$ cat config.mk
export PLATFORM = sky130hd
export DESIGN_NAME = reset_sequencer_flat
export DESIGN_NICKNAME = d
export VERILOG_FILES = /design/src/rtl/reset_sequencer_if.sv /design/src/rtl/reset_sequencer.sv /design/src/flat_wrapper.sv
export SDC_FILE = /design/constraint.sdc
export NUM_CORES = 1
export LEC_CHECK = 0
export CAP_MARGIN = 20
export CELL_PAD_IN_SITES_DETAIL_PLACEMENT = 0
export CELL_PAD_IN_SITES_GLOBAL_PLACEMENT = 1
export CORE_MARGIN = 2
export CORE_UTILIZATION = 37
export CTS_BUF_LIST = sky130_fd_sc_hd__clkbuf_4 sky130_fd_sc_hd__clkbuf_8 sky130_fd_sc_hd__clkbuf_16
export DETAILED_ROUTE_END_ITERATION = 8
export HOLD_SLACK_MARGIN = 0.15
export PLACE_DENSITY_LB_ADDON = 0.1
export SETUP_SLACK_MARGIN = 0.15
export SLEW_MARGIN = 20
export SYNTH_ARGS = -nofsm -noshare
export SYNTH_HDL_FRONTEND = slang
export SYNTH_SLANG_ARGS = --single-unit
export TNS_END_PERCENT = 50
$ cat constraint.sdc
create_clock -name clk -period 2.17 [get_ports clk]
set_input_delay 0.434 -clock clk [delete_from_list [all_inputs] [get_ports clk]]
set_output_delay 0.434 -clock clk [all_outputs]
set_load 0.05 [all_outputs]
$ cat src/rtl/reset_sequencer_if.sv
// Reset sequencer bus interface.
//   Groups the request/acknowledge inputs and the per-stage reset/status outputs
//   of the reset sequencer into one bundle.
//   Signals:
//     sw_reset_req  single-cycle request to rerun the full sequence
//     stage_ready   per-stage ready acknowledge, level, clk domain
//     stage_rst     per-stage reset, active high
//     busy          sequence in progress
//     all_ready     all stages released and ready
//     fault         timeout or ready loss detected (sticky until restart)
//     fault_stage   index of the stage that caused the fault
//   Modports:
//     master  the sequencer itself (drives resets and status)
//     slave   the board/subsystem side (drives request and acknowledges)
interface reset_sequencer_if #(
  parameter int N_STAGES = 4
);
  localparam int IDX_W = (N_STAGES > 1) ? $clog2(N_STAGES) : 1;

  logic                sw_reset_req;
  logic [N_STAGES-1:0] stage_ready;
  logic [N_STAGES-1:0] stage_rst;
  logic                busy;
  logic                all_ready;
  logic                fault;
  logic [IDX_W-1:0]    fault_stage;

  modport master (
    input  sw_reset_req,
    input  stage_ready,
    output stage_rst,
    output busy,
    output all_ready,
    output fault,
    output fault_stage
  );

  modport slave (
    output sw_reset_req,
    output stage_ready,
    input  stage_rst,
    input  busy,
    input  all_ready,
    input  fault,
    input  fault_stage
  );
endinterface

$ cat src/rtl/reset_sequencer.sv
// Ordered reset-release controller.
//   Holds every stage reset asserted for HOLD_CYCLES, then releases stages
//   0..N_STAGES-1 one at a time, waiting (with timeout) for each stage's ready
//   acknowledge and inserting GAP_CYCLES between a ready and the next release.
//   Once all stages are released it watches every ready bit; any loss, or a
//   timeout during sequencing, re-asserts all resets and flags a sticky fault.
//   Ports:
//     clk   system clock
//     rst   synchronous, active-high reset
//     bus   reset_sequencer_if.master (request, acknowledges, resets, status)
//   All outputs are registered.
module reset_sequencer #(
  parameter int N_STAGES       = 4,
  parameter int HOLD_CYCLES    = 16,
  parameter int GAP_CYCLES     = 4,
  parameter int TIMEOUT_CYCLES = 1024
) (
  input  logic                clk,
  input  logic                rst,
  reset_sequencer_if.master   bus
);

  localparam int IDX_W   = (N_STAGES > 1) ? $clog2(N_STAGES) : 1;
  localparam int MAX_HG  = (HOLD_CYCLES > GAP_CYCLES) ? HOLD_CYCLES : GAP_CYCLES;
  localparam int MAX_ALL = (MAX_HG > TIMEOUT_CYCLES) ? MAX_HG : TIMEOUT_CYCLES;
  // Counter only ever reaches MAX_ALL-1, so it can never wrap.
  localparam int CNT_W   = (MAX_ALL > 1) ? $clog2(MAX_ALL) : 1;

  localparam logic [CNT_W-1:0] HOLD_LAST = CNT_W'(HOLD_CYCLES - 1);
  localparam logic [CNT_W-1:0] GAP_LAST  = CNT_W'(GAP_CYCLES - 1);
  localparam logic [CNT_W-1:0] TO_LAST   = CNT_W'(TIMEOUT_CYCLES - 1);
  localparam logic [IDX_W-1:0] LAST_IDX  = IDX_W'(N_STAGES - 1);

  typedef enum logic [2:0] {
    S_HOLD,
    S_WAIT,
    S_GAP,
    S_DONE,
    S_FAULT
  } state_t;

  state_t              state_q, state_d;
  logic [CNT_W-1:0]    cnt_q, cnt_d;
  logic [IDX_W-1:0]    idx_q, idx_d;
  logic [IDX_W-1:0]    idx_next;
  logic [N_STAGES-1:0] stage_rst_q, stage_rst_d;
  logic                busy_q, busy_d;
  logic                all_ready_q, all_ready_d;
  logic                fault_q, fault_d;
  logic [IDX_W-1:0]    fault_stage_q, fault_stage_d;

  // Lowest index whose ready bit is low; scanning downward lets the lowest win.
  function automatic logic [IDX_W-1:0] lowest_zero(input logic [N_STAGES-1:0] v);
    logic [IDX_W-1:0] r;
    r = '0;
    for (int i = N_STAGES - 1; i >= 0; i--) begin
      if (!v[i]) r = IDX_W'(i);
    end
    return r;
  endfunction

  always_comb begin
    state_d       = state_q;
    cnt_d         = cnt_q;
    idx_d         = idx_q;
    stage_rst_d   = stage_rst_q;
    busy_d        = busy_q;
    all_ready_d   = all_ready_q;
    fault_d       = fault_q;
    fault_stage_d = fault_stage_q;
    idx_next      = idx_q + IDX_W'(1);

    if (bus.sw_reset_req) begin
      // Software restart behaves exactly like rst, from any state.
      state_d       = S_HOLD;
      cnt_d         = '0;
      idx_d         = '0;
      stage_rst_d   = '1;
      busy_d        = 1'b1;
      all_ready_d   = 1'b0;
      fault_d       = 1'b0;
      fault_stage_d = '0;
    end else begin
      case (state_q)
        S_HOLD: begin
          if (cnt_q == HOLD_LAST) begin
            stage_rst_d[0] = 1'b0;
            cnt_d          = '0;
            state_d        = S_WAIT;
          end else begin
            cnt_d = cnt_q + CNT_W'(1);
          end
        end

        S_WAIT: begin
          // Ready is checked first so it wins over a simultaneous timeout.
          if (bus.stage_ready[idx_q]) begin
            cnt_d = '0;
            if (idx_q == LAST_IDX) begin
              state_d     = S_DONE;
              busy_d      = 1'b0;
              all_ready_d = 1'b1;
            end else begin
              state_d = S_GAP;
            end
          end else if (cnt_q == TO_LAST) begin
            state_d       = S_FAULT;
            stage_rst_d   = '1;
            busy_d        = 1'b0;
            fault_d       = 1'b1;
            fault_stage_d = idx_q;
          end else begin
            cnt_d = cnt_q + CNT_W'(1);
          end
        end

        S_GAP: begin
          if (cnt_q == GAP_LAST) begin
            idx_d                 = idx_next;
            stage_rst_d[idx_next] = 1'b0;
            cnt_d                 = '0;
            state_d               = S_WAIT;
          end else begin
            cnt_d = cnt_q + CNT_W'(1);
          end
        end

        S_DONE: begin
          if (!(&bus.stage_ready)) begin
            state_d       = S_FAULT;
            stage_rst_d   = '1;
            all_ready_d   = 1'b0;
            fault_d       = 1'b1;
            fault_stage_d = lowest_zero(bus.stage_ready);
          end
        end

        S_FAULT: begin
          // Sticky: only rst or sw_reset_req leaves this state.
        end

        default: begin
          state_d       = S_FAULT;
          stage_rst_d   = '1;
          busy_d        = 1'b0;
          all_ready_d   = 1'b0;
          fault_d       = 1'b1;
        end
      endcase
    end
  end

  always_ff @(posedge clk) begin
    if (rst) begin
      state_q       <= S_HOLD;
      cnt_q         <= '0;
      idx_q         <= '0;
      stage_rst_q   <= '1;
      busy_q        <= 1'b1;
      all_ready_q   <= 1'b0;
      fault_q       <= 1'b0;
      fault_stage_q <= '0;
    end else begin
      state_q       <= state_d;
      cnt_q         <= cnt_d;
      idx_q         <= idx_d;
      stage_rst_q   <= stage_rst_d;
      busy_q        <= busy_d;
      all_ready_q   <= all_ready_d;
      fault_q       <= fault_d;
      fault_stage_q <= fault_stage_d;
    end
  end

  assign bus.stage_rst   = stage_rst_q;
  assign bus.busy        = busy_q;
  assign bus.all_ready   = all_ready_q;
  assign bus.fault       = fault_q;
  assign bus.fault_stage = fault_stage_q;

endmodule

$ cat src/flat_wrapper.sv
// flat-port wrapper written by rule: the top's interface ports become plain ports
module reset_sequencer_flat 
#(
  parameter int N_STAGES       = 4,
  parameter int HOLD_CYCLES    = 16,
  parameter int GAP_CYCLES     = 4,
  parameter int TIMEOUT_CYCLES = 1024
)
  (clk, rst, bus_sw_reset_req, bus_stage_ready, bus_stage_rst, bus_busy, bus_all_ready, bus_fault, bus_fault_stage);
  reset_sequencer_if #(.N_STAGES(N_STAGES)) bus_i ();
  input  logic clk;
  input  logic rst;
  input wire logic [$bits(bus_i.sw_reset_req)-1:0] bus_sw_reset_req;
  input wire logic [$bits(bus_i.stage_ready)-1:0] bus_stage_ready;
  output wire logic [$bits(bus_i.stage_rst)-1:0] bus_stage_rst;
  output wire logic [$bits(bus_i.busy)-1:0] bus_busy;
  output wire logic [$bits(bus_i.all_ready)-1:0] bus_all_ready;
  output wire logic [$bits(bus_i.fault)-1:0] bus_fault;
  output wire logic [$bits(bus_i.fault_stage)-1:0] bus_fault_stage;
  assign bus_i.sw_reset_req = bus_sw_reset_req;
  assign bus_i.stage_ready = bus_stage_ready;
  assign bus_stage_rst = bus_i.stage_rst;
  assign bus_busy = bus_i.busy;
  assign bus_all_ready = bus_i.all_ready;
  assign bus_fault = bus_i.fault;
  assign bus_fault_stage = bus_i.fault_stage;
  reset_sequencer #(.N_STAGES(N_STAGES), .HOLD_CYCLES(HOLD_CYCLES), .GAP_CYCLES(GAP_CYCLES), .TIMEOUT_CYCLES(TIMEOUT_CYCLES)) u_core (.clk(clk), .rst(rst), .bus(bus_i));
endmodule
# Yosys cells after proc, flatten, opt, wreduce, memory -nomap -nowiden
# Index checks and enable logic that the tools add are counted.
# totals
output_inout_bits	9
reg_bits	24
elab_cells	99
# classes
n_mux	43
add_sub_neg	2
eq_ne	18
magnitude_cmp	3
bitwise	6
reduce_logical	18
# ops
cell	n
$mux 10	4
$pmux 10 s3	1
$mux 4	4
$reduce_and 4->1	4
$mux 3	5
$pmux 3 s5	1
$mux 2	7
$mux 1	13
$pmux 3 s4	1
$add 10x1->10 const B	1
$eq 10x10->1 const B	1
$eq 10x2->1 const B	1
$eq 10x4->1 const B	1
$ne 2x1->1 const B	5
$reduce_and 5->1	2
$eq 3x2->1 const B	2
$lt 2x3->1 const B	2
$pmux 1 s3	2
$reduce_and 6->1	1
$pmux 1 s5	1
$and 4x4->4	1
$ne 2x2->1 const B	2
$not 1->1	4
$not 4->4	1
other kinds (21)	23

# Depth between registers and ports, before layout
# depth
ltp_word	9
mapped_depth	8
ltp_nobuf	6

# Worst setup path after synthesis
# OpenSTA, ideal clock, no wires.
# synth_timing
kind	register to register
from	register u_core.idx_q[0]
to	register u_core.stage_rst_q[0] (netlist: u_core.bus.stage_rst[0])
setup_slack_ns	0.148
t_required_ns	2.034
arrival_time_ns	1.886
setup_time_ns	0.136
path_buffers	0
path_stages_with_launch	6
path_cell_list	dfxtp_1 > mux4_2 > or4_4 > a31oi_1 > or3_1 > o2111ai_1
# synth_between
elab_chain_len	9
word_cells_on_any_way	14
cone_classes	add/sub (1); order compare (2); eq/ne (1); mux (6); bitwise (2); reduce/logical (2)
# synth_lines
item	line	rtl
start: declaration	reset_sequencer.sv:44	logic [IDX_W-1:0] idx_q, idx_d;
start signal: assignment	reset_sequencer.sv:166	idx_q <= idx_d;
$add 2x1->2	reset_sequencer.sv:71	idx_next = idx_q + IDX_W'(1);
$lt 2x3->1 (implied by the code) or $ge 2x1->1 (tied branches)	reset_sequencer.sv:120	stage_rst_d[idx_next] = 1'b0;
$logic_and 1x1->1 (implied by the code)	reset_sequencer.sv:120	
$mux 1 (implied by the code)	reset_sequencer.sv:120	
$demux 1 s2	-	
$not 4->4 (no line)	-	
$and 4x4->4 (no line)	-	
$mux 4	reset_sequencer.sv:118	if (cnt_q == GAP_LAST) begin
$pmux 1 s5	reset_sequencer.sv:84	case (state_q)
end signal: assignment	reset_sequencer.sv:167	stage_rst_q <= stage_rst_d;
end: declaration	reset_sequencer.sv:46	logic [N_STAGES-1:0] stage_rst_q, stage_rst_d;
# Parallel ways exist; a longest one is shown, timed or not. The select of a mux whose other input is x is not followed.
# A chain may end at the register's enable or synchronous reset.

# Worst setup path after layout
# layout_timing
from	register u_core.idx_q[0]
to	register u_core.stage_rst_q[2] (netlist: u_core.bus.stage_rst[2])
# layout_between
elab_chain_len	9
word_cells_on_any_way	14
cone_classes	add/sub (1); order compare (2); eq/ne (1); mux (6); bitwise (2); reduce/logical (2)
# layout_lines
item	line
$add 2x1->2	reset_sequencer.sv:71
$lt 2x3->1 (implied by the code) or $ge 2x1->1 (tied branches)	reset_sequencer.sv:120
$logic_and 1x1->1 (implied by the code)	reset_sequencer.sv:120
$mux 1 (implied by the code)	reset_sequencer.sv:120
$demux 1 s2	-
$not 4->4 (no line)	-
$and 4x4->4 (no line)	-
$mux 4	reset_sequencer.sv:118
$pmux 3 s4	reset_sequencer.sv:84
# Parallel ways exist; a longest one is shown, timed or not. The select of a mux whose other input is x is not followed.

==> metrics.txt <==
syn nets 169; P_leak 0.000628 uW; initial antenna violation count 0; top-area cell type share of the netlist area 36.3%; Crit path required time 2.43 ns; Worst Skew 0.00627 ns; Post-Route WL 3210 um; max-cap viol count 0; vias in the first global route 1227; number of diodes 0; Sw Share 22.1%; Power Density 431 nW/um2; DR vias 1247; Pint 569 uW; initial core utilization 39.1%; final hold violations 0; leading post-synthesis cells by cell area dfxtp_1 36%, nor2_1 6.0%, xor2_1 5.3%; Reg clk slew, reported paths 0.14 ns; die extent in x 63.8 um; Worst Hold Path EP u_core.bus.fault; Hold-fix buffers, CTS 0; RSZ-0062 raised after global routing yes; Iter 0 DRT Violations 72; DRC viols 0; hold_sp u_core.bus.fault; area of the mapped netlist 1320 um2; sequential fraction of the synthesis area 36.3%; Max Slew Vio Count 0; startpoint types flip-flop; placed cells 230; Core ar. 3390 um2; Bufs and invs on worst path 1; Yosys cell types 43; DR pass1 iterations 4; placer congestion estimate 0.855; clock sinks 24; Gate Count Post-Synth 157; R2R Setup Slk 0.21 ns; CP max-delay cell mux4_2; DIE AREA 4070 um2; Hold Path Depth 2; Syn Area/Cell 8.43 um2; HPWL Detailed 2350 um; Root Buffer clkbuf_4; worst path arrival time 2.22 ns; Ys Warns 0; Largest delay share family, worst path compound AO/OA/AOI/OAI gates; clock power share 33.1%; Reg-to-Reg Start u_core.idx_q[0]; FF+latch count, synth 24; worst path cell trace mux4_2 -> o41ai_2 -> nand3_1 -> buf_4 -> a22oi_1; fraction of power consumed by sequential logic 60.8%; CTS tree yes; drt wl/cell 13.5 um; Tmin final 1.96 ns; antenna viol nets, final 0; maximum VDD drop 0.000212 V; maximum root-to-sink buffer count 2; commonest non-fill, non-tap cell in the layout buf_4; largest net degree at the start of global routing 14; Hold WC Path Type reg2reg; Critical Path Fanout Max 5; Overflow after GRT 0; critical path capture point type flip-flop; Achievable Freq 0.510 GHz; relative slew slack 63.7%; share of cells above drive strength 1 19.9%; post-layout util 50.1%; dominant cell type by area after synthesis dfxtp_1; first-pass GRT wire length 5330 um; Num CTS Buffers 3; status finished, final reports clean; Die H 63.8 um; final period utilization 90.3%; Reg-to-Reg End u_core.bus.stage_rst[2]; reg2reg path depth 5; Core Rows 21; sw power 162 uW; Tot GR Track Use 16.5%; area grow syn2layout 28.2%; slowest stage delay, CP 0.57 ns; Clk Latency, worst-skew pair 0.32 ns; Port Buffers 15; htree depth 1; commonest cells after routing, fill and taps aside 23 x buf_4, 21 x nor2_1, 21 x dfxtp_1; worst slew pin tran 0.544 ns; Post-Layout Cell Count 237; Crit Path Class reg2reg; Comb pwr share 6.1%; I/O pin cnt 16; via/cell ratio 5.26; final setup fails 0; Nets 204
## kinds of logic (layout without fill, tap and decap cells)
logic type,Yosys count,after routing,synth area share (%)
DFF,24,24,36.3
muxes,2,2,2.46
and+or+nand+nor,69,69,26.7
xor gates and xnor gates,10,10,6.62
adders and majority gates,5,5,4.73
buffers and inverters,15,48,6.33
AOI/OAI and AO/OA,32,33,16.9
## layout make-up
class                      instances  area [um2]
inverter                           6        22.5
fill                             334        1690
multi-input combinational        119         778
tap                               46        57.6
sequential                        24         484
clock buffer                       4        36.3
timing repair buffer              38         318
## metal layers
metal | up-vias | GRT usage [%] | wire length [um]
met2 | 18 | 28.1 | 1610
met3 | 7 | 2.64 | 69
li1 | 636 | - | -
met4 | 0 | 8.42 | 63
met5 | - | 0 | 0
met1 | 586 | 19.9 | 1470
## sequential cells by signal (all words and copies together), names as in the netlist
name	cells
u_core.bus.fault	1
u_core.idx_q	2
u_core.bus.stage_rst	4
u_core.cnt_q	10
u_core.bus.all_ready	1
u_core.bus.fault_stage	2
u_core.state_q	3
u_core.bus.busy	1
## Yosys cell counts
cell type / instances
nand2b_1: 1
dfxtp_1: 24
o21ai_0: 1
and2_1: 2
a22oi_1: 4
buf_6: 3
o22ai_1: 2
o21ai_4: 1
nor2_1: 21
xor2_1: 8
or2_2: 2
a41oi_1: 1
buf_4: 1
o2111ai_1: 1
xnor2_1: 2
and3b_1: 1
o21a_1: 2
nand4_1: 8
nor3_1: 3
o41a_1: 1
o31ai_1: 1
a31oi_1: 2
inv_1: 6
buf_2: 1
nand3_1: 9
o21ai_1: 1
nor3b_1: 1
ha_1: 5
mux4_2: 1
clkbuf_1: 4
nor4_1: 2
nand3b_1: 1
and3_1: 2
nand2_1: 11
or3b_2: 2
a21oi_1: 9
or2b_1: 1
o41ai_1: 1
mux2i_1: 1
or4_4: 1
or3_1: 1
a21o_1: 1
a211oi_1: 4
## worst reg2reg max path, stage by stage (launching register included)
cell	delay (ns)
dfxtp_2	0.36
mux4_2	0.57
o41ai_2	0.44
nand3_1	0.19
buf_4	0.19
a22oi_1	0.15
## stage by stage
stage / area (um2) / hold WS, ns / setup WS (ns) / total power, uW / setup TNS, ns
finish: 1700 / 0.458 / 0.209 / 731 / 0
global route: 1700 / 0.475 / 0.116 / 768 / 0
CTS: 1680 / 0.461 / 0.145 / 738 / 0
detailed placement: 1630 / 0.441 / -0.488 / 497 / -7.05
global placement: 1630 / 0.435 / -0.496 / 495 / -6.40
floorplan: 1330 / 0.446 / 0.160 / 470 / 0
## power by group through the flow
| stage | clock [uW] | sequential (uW) | combinational, uW |
|---|---|---|---|
| 2_1_floorplan | 0 | 453 | 16.5 |
| 5_1_grt | 275 | 445 | 48.1 |
| 6_report | 242 | 444 | 44.5 |
| 3_5_place_dp | 0 | 454 | 43.3 |
| 3_3_place_gp | 0 | 454 | 41.7 |
| 4_1_cts | 251 | 444 | 42.5 |
## worst max-delay path by stage
stage | start | slack (ns) | to | cells after the start
floorplan | bus_stage_ready[3] | 0.16 | u_core.bus.stage_rst[0] | 5
global placement | bus_stage_ready[0] | -0.50 | u_core.bus.stage_rst[1] | 6
detailed placement | bus_stage_ready[0] | -0.49 | u_core.bus.stage_rst[1] | 6
CTS | u_core.idx_q[0] | 0.14 | u_core.bus.stage_rst[0] | 5
global route | u_core.idx_q[0] | 0.12 | u_core.bus.stage_rst[1] | 5
finish | u_core.idx_q[0] | 0.21 | u_core.bus.stage_rst[2] | 5
## repair_timing
item,in CTS,in global routing
gates resized for setup,5,2
endpoints found under the hold margin,0,0
buffers inserted,1,1
pin swaps,5,2
cloned,0,1
setup endpoints to repair,18,16
(Power assumes the default switching activity.)
